==> config.mk <==
export PLATFORM = sky130hd
export DESIGN_NAME = ahb_bus_arbiter
export DESIGN_NICKNAME = d
export VERILOG_FILES = /design/src/rtl/ahb_bus_arbiter.sv
export SDC_FILE = /design/constraint.sdc
export NUM_CORES = 1
export LEC_CHECK = 0
export BUFFER_PORTS_ARGS = -buffer_cell sky130_fd_sc_hd__buf_2
export CORE_AREA = 4 4 41 43
export CTS_CLUSTER_SIZE = 28
export DETAILED_ROUTE_END_ITERATION = 16
export DIE_AREA = 0 0 45 47
export PLACE_DENSITY_LB_ADDON = 0.1
export SLEW_MARGIN = 20
export SYNTH_ARGS = -nofsm -noshare
export SYNTH_HDL_FRONTEND = slang
export SYNTH_SLANG_ARGS = --single-unit
==> constraint.sdc <==
create_clock -name clk -period 1.4 [get_ports clk]
set_input_delay 0.07 -clock clk [delete_from_list [all_inputs] [get_ports clk]]
set_output_delay 0.07 -clock clk [all_outputs]
set_load 0.1 [all_outputs]
==> src/rtl/ahb_bus_arbiter.sv <==
// Round-robin AHB-Lite bus arbiter: registered one-hot grant plus address/data
// phase owner pipeline, all stages advancing only on HREADY-qualified edges.
module ahb_bus_arbiter #(
  parameter int NUM_MASTERS    = 2,
  parameter int DEFAULT_MASTER = 0
) (
  input  logic                   clk,
  input  logic                   rst,
  input  logic [NUM_MASTERS-1:0] M_HBUSREQ,
  input  logic [NUM_MASTERS-1:0] M_HLOCK,
  input  logic                   HREADY,
  output logic [NUM_MASTERS-1:0] M_HGRANT,
  output logic [1:0]             HMASTER,
  output logic [1:0]             HMASTER_D,
  output logic                   HMASTLOCK
);

  localparam logic [1:0] DEFAULT_IDX = 2'(DEFAULT_MASTER);
  localparam logic [2:0] NUM_M3      = 3'(NUM_MASTERS);
  localparam logic [NUM_MASTERS-1:0] DEFAULT_GRANT =
    {{(NUM_MASTERS-1){1'b0}}, 1'b1} << DEFAULT_MASTER;

  logic [NUM_MASTERS-1:0] grant_reg, grant_next;
  // Round-robin pointer: always the index of the set bit of grant_reg.
  logic [1:0]             owner_reg, owner_next;
  logic [1:0]             hmaster_reg, hmaster_d_reg;
  logic                   hmastlock_reg;
  logic [3:0]             req_ext, lock_ext;
  logic [1:0]             cand_idx [NUM_MASTERS-1];
  logic [NUM_MASTERS-2:0] cand_req;

  assign req_ext  = 4'(M_HBUSREQ);
  assign lock_ext = 4'(M_HLOCK);

  // Candidate gi is the master (owner + gi + 1) mod NUM_MASTERS.
  generate
    for (genvar gi = 0; gi < NUM_MASTERS - 1; gi++) begin : g_cand
      logic [2:0] sum_w;
      assign sum_w        = {1'b0, owner_reg} + 3'(gi + 1);
      assign cand_idx[gi] = (sum_w >= NUM_M3) ? 2'(sum_w - NUM_M3) : sum_w[1:0];
      assign cand_req[gi] = req_ext[cand_idx[gi]];
    end
  endgenerate

  always_comb begin
    owner_next = DEFAULT_IDX;
    if (lock_ext[owner_reg] || req_ext[owner_reg]) begin
      owner_next = owner_reg;
    end else begin
      // Walk from the farthest candidate back so the nearest requester wins.
      for (int i = NUM_MASTERS - 2; i >= 0; i--) begin
        if (cand_req[i]) owner_next = cand_idx[i];
      end
    end
    grant_next = '0;
    for (int i = 0; i < NUM_MASTERS; i++) begin
      grant_next[i] = (owner_next == 2'(i));
    end
  end

  always_ff @(posedge clk) begin
    if (rst) begin
      grant_reg     <= DEFAULT_GRANT;
      owner_reg     <= DEFAULT_IDX;
      hmaster_reg   <= DEFAULT_IDX;
      hmaster_d_reg <= DEFAULT_IDX;
      hmastlock_reg <= 1'b0;
    end else if (HREADY) begin
      grant_reg     <= grant_next;
      owner_reg     <= owner_next;
      hmaster_reg   <= owner_reg;
      hmastlock_reg <= lock_ext[owner_reg];
      hmaster_d_reg <= hmaster_reg;
    end
  end

  assign M_HGRANT  = grant_reg;
  assign HMASTER   = hmaster_reg;
  assign HMASTER_D = hmaster_d_reg;
  assign HMASTLOCK = hmastlock_reg;

endmodule
-- After elaboration in Yosys (flattened, before gate mapping)
Index checks and enable logic that the tools add are counted.
- reductions and logical operators: 2
- $add $sub $neg: 2
- multiplexer cells: 9
- $lt $le $gt $ge: 3
- equality and inequality tests: 1
- operator list (cell ; count):
    $bmux W1 S2 ; 3
    $lt A2 B3 Y1 const B ; 2
    $mux W2 ; 3
    $add A2 B1 Y3 const B ; 1
    $ge A3 B2 Y1 const B ; 1
    $mux W1 ; 3
    $eq A2 B1 Y1 const B ; 1
    $logic_not A2 Y1 ; 1
    $sub A2 B2 Y2 const B ; 1
    $logic_or A1 B1 Y1 ; 1
- logic and storage cells: 22
- register bits: 9
- input bits: 7
- output and inout bits: 7

-- Depth between registers and ports, before layout
- depth after elaboration: 8
- mapped depth: 3
- mapped depth without buffers: 3

-- Worst setup path before layout
OpenSTA, ideal clock, no wires.
- path type: register to register
- start: reg HMASTLOCK (netlist name)
- end: reg hmastlock_reg, in the netlist HMASTLOCK
- data arrival time: 1249 ps
- setup time: 65 ps
- period minus slack after synthesis: 1314 ps
- path buffers: 0
- setup slack: 86 ps
- data required time: 1335 ps
- stages on the path, launching flop included: 4
- cells stage by stage: dfxtp_1 -> nor2b_1 -> a31oi_1 -> nor2_1
- RTL lines (item ; RTL line ; source):
    to (signal assigned) ; 72 ; hmastlock_reg <= lock_ext[owner_reg];
    to (decl) ; 27 ; logic hmastlock_reg;

-- Worst setup path after layout
- start: reg hmaster_reg[0], in the netlist HMASTER[0]
- end: out HMASTER[0]
- RTL lines (item ; RTL line ; source):
    from (decl) ; 26 ; logic [1:0] hmaster_reg, hmaster_d_reg;
    from (signal assigned) ; 71 ; hmaster_reg <= owner_reg;
    to (decl) ; 13 ; output logic [1:0] HMASTER,
No word-level cell between the ends.

==> results.cfg <==
[synthesis]
yosysMostFrequentCell = dfxtp_1
synthFlopType = dfxtp_1
avgSynthCellArea_um2 = 9.78
synth_cells = 38
synth_warnings = 0
synth.net_count = 45
synth_commonest_cells = dfxtp_1 (9), nor2_1 (5), mux2i_1 (4)
synth_cell_types = 19
ys_top_cells_by_area = dfxtp_1 (48%), mux2i_1 (11%), nor2_1 (5.1%)
ys_seq_area_share_pct = 48.5
async_flop_share_pct = 0
synth_top_area_share_pct = 48.5
synth_edf_count = 0
syn_area_um2 = 372
yosysTopAreaCell = dfxtp_1
ys_ff_latch = 9

[global_routing]
grt_pass1_vias = 319
grt_pass1_wl_um = 1300
grt_max_degree = 13
antenna_found_initial = 0
grt_usage_pct = 8.80
overflow = 0

[finish]
num_antenna_cells = 0
area_growth_pct = 27.3
fin_cells = 68
num-fill-cells = 147
fin_util_pct = 36.3
nets = 61
drive_gt1_share_pct = 32.1
stdcell_area_um2 = 473
ff_latch_area_um2 = 180
multi_input_area_um2 = 179

[power_and_ir_drop]
p_leak_nw = 0.215
power.density_nw_per_um2 = 1150
peakVddDrop_mv = 0.471

[clocking]
clock_latency_ns = 0.25
cts_tree = yes
cts-buffers-inserted = 3
clkTransAtPathRegs_ns = 0.06
cts_hold_buf = 0
cts_root_buf = clkbuf_4
h-tree-depth = 1
post_cts_buffers = 0
clock-sinks = 9
ctsResizeCount = 0
clockBufferDepth = 2

[min_path]
hold_depth = 2
hold_start = rst
hp-class = input port to flop
hold_path_end = M_HGRANT[1]$_SDFFE_PP0P_

[critical_path]
cp_cell_sequence = buf_2
worstPathArrival_ns = 1.04
reg2reg_depth = 3
crit_type = flop to output port
worstSetupPathDepth = 1
critPathCaptureType = output port
cp.required_ns = 1.33
r2r_slack_ns = 0.35
slowest_stage = buf_2
path_buf_inv = 1
crit_fanout = 3
cpPeakStageDelay_ns = 0.44
r2r-end = HMASTLOCK$_SDFFE_PP0P_
cpLargestDelayFamily = buffers and inverters
cp-start-kind = flop
timing.rr.start = owner_reg[0]$_SDFFE_PP0P_

[place]
placed_cell_area_um2 = 447
dp_cells = 64
place_ws_ns = 0.338
gp_congestion = 0.644
numPortBuffers = 13
place_hpwl_um = 623

[floorplan]
die_area_um2 = 2120
initial_utilization_pct = 28.6
die_y_um = 47
core_um2 = 1300
die_w_um = 45
rows = 13
ios = 14

[sta]
period_minus_slack_ns = 1.11
drv_slew = 0
fin_worst_skew_ns = 0.000602
fmax_mhz = 901
worst_slack_ns = 0.290
min_period_over_period_pct = 79.3
tightest_slew_ns = 0.491
rsz0062_at_grt = no
finalSetupTns_ns = 0
relSlewSlack_pct = 67.5
hold_viol_final = 0
setup-violations-final = 0

[route]
num_vias = 304
via_per_inst = 4.47
ant_nets = 0
drc = 0
wl_per_cell_um = 11.5
dr.pass1.iters = 1
first_iter_violations = 0
drt_wl_total_um = 782

[run_status]
outcome = finished clean

[job]
max-cap-violations = 0
==> logic make-up after synthesis <==
| group | count (synthesis) | share of synthesized area, % |
|---|---|---|
| and+or+nand+nor | 15 | 21.2 |
| DFF | 9 | 48.5 |
| AOI/OAI and AO/OA | 6 | 13.1 |
| muxes | 5 | 13.8 |
| buffers and inverters | 3 | 3.36 |
==> power breakdown <==
| part | leakage, nW | internal, W | switching, W | total, W |
|---|---|---|---|---|
| logic | 0.127 | 0.0000235 | 0.0000608 | 0.0000843 |
| registers | 0.0730 | 0.000263 | 0.00000394 | 0.000267 |
| clock network | 0.0150 | 0.000109 | 0.0000839 | 0.000193 |
==> cell type report <==
cell class,instances,share of cell area (%)
clock buffer,4,5.56
inverter,1,0.794
multi-input combinational,26,37.8
sequential,9,38.1
tap,15,3.97
timing repair buffer,13,13.8
==> placed cells by master (no fill, tap or decap) <==
cell type,netlist,routed
a21oi_1,1,1
clkbuf_4,0,3
a31oi_1,2,2
nor2_1,5,5
or2_1,2,2
clkbuf_1,1,1
mux2_1,1,1
nand2_1,2,2
buf_2,1,13
mux2i_1,4,4
a21o_1,1,1
and3b_1,1,1
nor3_1,1,1
a32oi_2,1,1
o21bai_1,1,1
inv_1,1,1
nand2b_1,2,2
and2b_1,1,1
dfxtp_1,9,9
nor2b_1,1,1
==> per-layer routing <==
layer | vias up | routed length (um) | GRT usage [%]
met5 | - | 0 | 0
met4 | 0 | 0 | 5.26
met3 | 0 | 44 | 3.83
met2 | 7 | 388 | 15.3
met1 | 137 | 349 | 8.72
li1 | 160 | - | -
==> stage by stage <==
stage,hold WS (ns),power [W]
CTS,0.0908,0.000558
finish,0.102,0.000544
global placement,0.361,0.000356
detailed placement,0.369,0.000358
global route,0.0980,0.000573
floorplan,0.296,0.000339
==> worst max-delay path by stage <==
stage,startpoint,endpoint
2_1_floorplan,HMASTLOCK$_SDFFE_PP0P_,HMASTLOCK$_SDFFE_PP0P_
3_3_place_gp,owner_reg[0]$_SDFFE_PP0P_,HMASTLOCK$_SDFFE_PP0P_
3_5_place_dp,owner_reg[0]$_SDFFE_PP0P_,HMASTLOCK$_SDFFE_PP0P_
4_1_cts,HMASTER[0]$_SDFFE_PP0P_,HMASTER[0]
5_1_grt,HMASTER[0]$_SDFFE_PP0P_,HMASTER[0]
6_report,HMASTER[0]$_SDFFE_PP0P_,HMASTER[0]
Note: power is estimated with default switching activity, not from simulation.
